`src/rtl/pad_share_arbiter.sv`:
```
// pad_share_arbiter: round-robin owner sequencing for a shared IOBUF pad group with a tristate gap between owners.
// Optional owner hold timeout under contention: define PAD_SHARE_ARB_TIMEOUT_EN.
module pad_share_arbiter #(
    parameter int NREQ        = 2,
    parameter int PADW        = 8,
    parameter int TURN_CYCLES = 2,
    parameter int HOLD_MAX    = 64
) (
    input  logic                 HCLK,
    input  logic                 HRESETn,
    input  logic [NREQ-1:0]      req_i,
    input  logic [NREQ-1:0]      drv_en_i,
    input  logic [NREQ*PADW-1:0] dout_i,
    output logic [NREQ-1:0]      grant_o,
    output logic [PADW-1:0]      pad_o,
    output logic [PADW-1:0]      pad_t_o,
    input  logic [PADW-1:0]      pad_i,
    output logic [PADW-1:0]      din_o,
    output logic                 busy_o
);
    localparam int         IW      = (NREQ > 2) ? 2 : 1;
    localparam logic [1:0] S_IDLE  = 2'd0;
    localparam logic [1:0] S_TURN  = 2'd1;
    localparam logic [1:0] S_OWN   = 2'd2;
    localparam logic [3:0] TURN_LD = (TURN_CYCLES == 0) ? 4'd0 : 4'(TURN_CYCLES - 1);

    generate
        if (NREQ < 2 || NREQ > 4 || TURN_CYCLES < 0 || TURN_CYCLES > 15 || HOLD_MAX < 1 || HOLD_MAX > 65535) begin : g_bad_param
            $error("pad_share_arbiter: parameter out of range");
        end
    endgenerate

    logic [1:0]      r_state;
    logic [IW-1:0]   r_win;
    logic [IW-1:0]   r_ptr;
    logic [3:0]      r_cnt;
    logic [NREQ-1:0] r_grant;
    logic [PADW-1:0] r_pad_o;
    logic [PADW-1:0] r_pad_t;
    logic [PADW-1:0] r_din;
    logic [IW-1:0]   w_win;
    logic [IW-1:0]   w_next_ptr;
    logic [NREQ-1:0] w_win_oh;
    logic [NREQ-1:0] w_pick_oh;
    logic            w_own_req;
    logic            w_release;

    // Scan backwards so the lowest offset from the pointer is assigned last and wins.
    always_comb begin
        w_win = r_ptr;
        for (int i = NREQ - 1; i >= 0; i--) begin
            if (req_i[(int'(r_ptr) + i) % NREQ]) w_win = IW'((int'(r_ptr) + i) % NREQ);
        end
    end

    assign w_own_req  = req_i[r_win];
    assign w_win_oh   = {{(NREQ-1){1'b0}}, 1'b1} << r_win;
    assign w_pick_oh  = {{(NREQ-1){1'b0}}, 1'b1} << w_win;
    assign w_next_ptr = (int'(r_win) == NREQ - 1) ? '0 : r_win + 1'b1;

`ifdef PAD_SHARE_ARB_TIMEOUT_EN
    localparam logic [15:0] HOLD_LIM = 16'(HOLD_MAX);
    logic [15:0] r_hold;
    logic        w_other;
    assign w_other   = |(req_i & ~w_win_oh);
    assign w_release = ~w_own_req | ((r_hold >= HOLD_LIM) & w_other);
    // Held at 1 outside OWN so the first owned cycle already counts as one.
    always_ff @(posedge HCLK or negedge HRESETn) begin
        if (!HRESETn) r_hold <= 16'd1;
        else if (r_state != S_OWN) r_hold <= 16'd1;
        else if (r_hold < HOLD_LIM) r_hold <= r_hold + 16'd1;
    end
`else
    assign w_release = ~w_own_req;
`endif

    always_ff @(posedge HCLK or negedge HRESETn) begin
        if (!HRESETn) begin
            r_state <= S_IDLE;
            r_win   <= '0;
            r_ptr   <= '0;
            r_cnt   <= '0;
            r_grant <= '0;
            r_pad_o <= '0;
            r_pad_t <= '1;
            r_din   <= '0;
        end else begin
            r_din <= pad_i;
            case (r_state)
                S_IDLE: if (|req_i) begin
                    r_win <= w_win;
                    if (TURN_CYCLES == 0) begin
                        r_state <= S_OWN;
                        r_grant <= w_pick_oh;
                    end else begin
                        r_state <= S_TURN;
                        r_cnt   <= TURN_LD;
                    end
                end
                S_TURN: if (!w_own_req) r_state <= S_IDLE;
                else if (r_cnt == 4'd0) begin
                    r_state <= S_OWN;
                    r_grant <= w_win_oh;
                end else r_cnt <= r_cnt - 4'd1;
                S_OWN: if (w_release) begin
                    r_state <= S_IDLE;
                    r_grant <= '0;
                    r_pad_t <= '1;
                    r_ptr   <= w_next_ptr;
                end else begin
                    r_pad_o <= dout_i[r_win*PADW +: PADW];
                    r_pad_t <= {PADW{~drv_en_i[r_win]}};
                end
                default: r_state <= S_IDLE;
            endcase
        end
    end

    assign grant_o = r_grant;
    assign pad_o   = r_pad_o;
    assign pad_t_o = r_pad_t;
    assign din_o   = r_din;
    assign busy_o  = (r_state != S_IDLE);
endmodule
```
`config.mk`:
```
export PLATFORM = sky130hd
export DESIGN_NAME = pad_share_arbiter
export DESIGN_NICKNAME = d
export VERILOG_FILES = /design/src/rtl/pad_share_arbiter.sv
export SDC_FILE = /design/constraint.sdc
export NUM_CORES = 1
export LEC_CHECK = 0
export ABC_AREA = 0
export ABC_CLOCK_PERIOD_IN_PS = 1900
export CAP_MARGIN = 20
export CELL_PAD_IN_SITES_DETAIL_PLACEMENT = 1
export CELL_PAD_IN_SITES_GLOBAL_PLACEMENT = 1
export CORE_MARGIN = 10
export CORE_UTILIZATION = 30
export DETAILED_ROUTE_END_ITERATION = 10
export GPL_TIMING_DRIVEN = 1
export PLACE_DENSITY_LB_ADDON = 0.1
export REMOVE_ABC_BUFFERS = 1
export SETUP_SLACK_MARGIN = 0.15
export SLEW_MARGIN = 20
export SYNTH_ARGS = -nofsm -noshare
export SYNTH_HDL_FRONTEND = slang
export SYNTH_SLANG_ARGS = --single-unit
```
`constraint.sdc`:
```
create_clock -name HCLK -period 1.9 [get_ports HCLK]
set_input_delay 0.38 -clock HCLK [delete_from_list [all_inputs] [get_ports HCLK]]
set_output_delay 0.38 -clock HCLK [all_outputs]
set_load 0.02 [all_outputs]
```
==> results.toml <==
[worst_setup_path]
cp-end-kind = "output port"
startpoint_type = "register"
r2r-start = "r_cnt[0]"
crit_arrival_ps = 1290
worst_ep_required_time_ps = 1520
path_class = "register to output port"
critPathMaxFanout = 6
cp_slowest_stage_delay_ps = 450
crit_chain = "nor2_2, inv_1, clkdlybuf4s15_1"
cp_slowest_cell = "dfrtp_2"
crit_path_start = "r_state[0]"

[cells_and_area]
drive_gt1_frac = 0.1345
antenna_cells = 0
fin_cells = 221
area_growth_pct = 50.98
final_cell_mix = "47 x clkdlybuf4s50_1, 24 x dfrtp_1, 13 x nand2_1, 12 x o21ai_0, 10 x mux2i_1"
utilization = 0.4739
fin_nets = 203
final_common_cell = "clkdlybuf4s50_1"

[floorplan]
die_x_microns = 85.16
die_h_microns = 85.16
design.portCount = 57
core_sq_mm = 0.004058
row_count = 23
die_area_sq_mm = 0.007252
start_util = 0.3139

[cts]
clk_latency_ps = 280
path_clk_slew_ps = 90
hold_buffers = 0
root_buffer = "clkbuf_8"
cts_max_level = 1
cts_sinks = 27
cts_tree = "done"
cts_buffers = 3
clockBufferDepth = 2

[detailed_routing]
route.antenna.remaining_nets = 0
drt_iter0_drc = 26
via_per_inst = 4.760
first_pass_iters = 2
drt-total-wl_microns = 3644
drcViolationCount = 0
via_count = 1052
wl_per_cell_microns = 16.49

[sta]
fmax_mhz = 599.7
hold_violations = 0
setup_violations = 0
fin_crit_ps = 1668
worst_hold_slack_ps = 473.4
slew_viol_final = 0
post-route-period-util = 0.8777
rsz0062_at_grt = "true"
worstMarginPinSlew_ps = 463.3
fin_worst_skew_ps = 5.832
fin_tns_setup_ps = 0
relSlewSlack = 0.6846
final.setup.worst_slack_ps = 232.4

[logic_synthesis]
yosys.area.top_type = "dfrtp_1"
synth_ff_type = "dfrtp_1"
yosys-top-cells-area = "dfrtp_1 51%, mux2i_1 7.9%, o21ai_0 4.7%, buf_4 4.1%, nand2_1 3.8%"
synth_top_area_frac = 0.5108
synthCells = 116
netlist_area_sq_mm = 0.001274
yosys_warnings = 0
ys_types = 33
synth-edff-count = 0
ys_seq_elements = 27
seq_area_frac_synth = 0.5314
synthArstFlopShare = 1.000
avgSynthCellArea_sq_um = 10.98

[placement]
hpwl_microns = 2912
place_ws_ps = 54.89
routabilityCongestion = 0.7967
io_buffers = 56
dp_cells = 215

[global_route]
use_met1 = 0.1064
grt_use_met2 = 0.1689
grt-ovfl-total = 0
groute.usage.overall = 0.1004
grtUsageMet3 = 0.05736
top_usage_layer = "met2"
grt_pass1_wl_microns = 5996
grt_pass1_vias = 1164
grt_start_max_net_pins = 28
grt_antenna_before_repair = 0

[power]
leakage_nw = 0.8244
clkPwrFrac = 0.122
switching_share = 0.4206
power_frac_seq = 0.335
ir_drop_mv = 0.6161
combPwrFrac = 0.543
p_sw_mw = 1.176
power.density_mw_per_mm2 = 1454
internal-power_mw = 1.620

[flow_run]
drv_cap = 0

[worst_hold_path]
hold_class = "primary input to async pin"

[outcome]
status = "finished, final reports clean"
[stage by stage]
step	total power, mW	area, sq um
floorplan	1.755	1194
global placement	2.436	1839
detailed placement	2.487	1839
CTS	2.778	1884
global route	3.021	1923
finish	2.796	1923
[sequential cells by signal (all words and copies together) (netlist names)]
name / count
pad_o: 8
r_win: 1
pad_t_o: 1
grant_o: 2
r_cnt: 4
din_o: 8
r_state: 2
r_ptr: 1
[cells by family after synthesis]
family,after synthesis,share of synthesized area
buffers and inverters,13,0.07170
adders and majority gates,1,0.009822
AOI/OAI and AO/OA,25,0.1149
muxes,12,0.1051
DFF,27,0.5314
and+or+nand+nor,38,0.1670
[per-layer routing]
metal	wire, microns	vias up
met5	0	-
met4	15	0
met3	396	2
met2	1792	44
met1	1439	502
li1	-	504
[power by group through the flow]
stage / combinational [mW] / sequential [mW] / clock (mW)
5_1_grt: 1.67 / 0.970 / 0.385
6_report: 1.52 / 0.937 / 0.341
4_1_cts: 1.48 / 0.938 / 0.360
2_1_floorplan: 0.531 / 1.22 / 0
3_3_place_gp: 1.49 / 0.944 / 0
3_5_place_dp: 1.53 / 0.962 / 0
[area by class of cell]
type	instances	area [sq um]
Fill cell	448	2135
Inverter	3	11.26
Clock inverter	1	7.507
Timing Repair Buffer	61	588.1
Tap cell	50	62.56
Clock buffer	3	41.29
Sequential cell	27	679.4
Multi-Input combinational cell	76	533.0
[critical path, delay by kind of cell (launching register included)]
kind / cells / cell delay [ps]
buf+inv: 2 / 400
flops: 1 / 450
simple gates: 1 / 170
[synthesized netlist by cell type, types with 2 or more instances]
cell / n
dfrtp_1: 26
nand2_1: 13
o21ai_0: 12
mux2i_1: 10
nor2_1: 9
buf_4: 7
a21oi_1: 6
inv_1: 3
buf_6: 2
nand2b_1: 2
nand3_1: 2
nor2_2: 2
nor3_1: 2
[final timing paths]
| path | endpoint | slack (ps) | depth (start not counted) |
|---|---|---|---|
| max reg2reg | grant_o[0] | 250 | 6 |
| min reg2reg | pad_o[1] | 490 | 2 |
| max | busy_o | 230 | 3 |
| min | r_win | 470 | 2 |
| min in group HCLK | pad_o[1] | 490 | 2 |
| max in group asynchronous | pad_t_o[6] | 1130 | 2 |
[repair_timing]
| action | 4_1_cts | 5_1_grt |
|---|---|---|
| gates resized for setup | 9 | 8 |
| pin swaps | 0 | 2 |
| endpoints found under the setup margin | 10 | 3 |
| buffers inserted | 1 | 1 |
(Power assumes the default switching activity.)
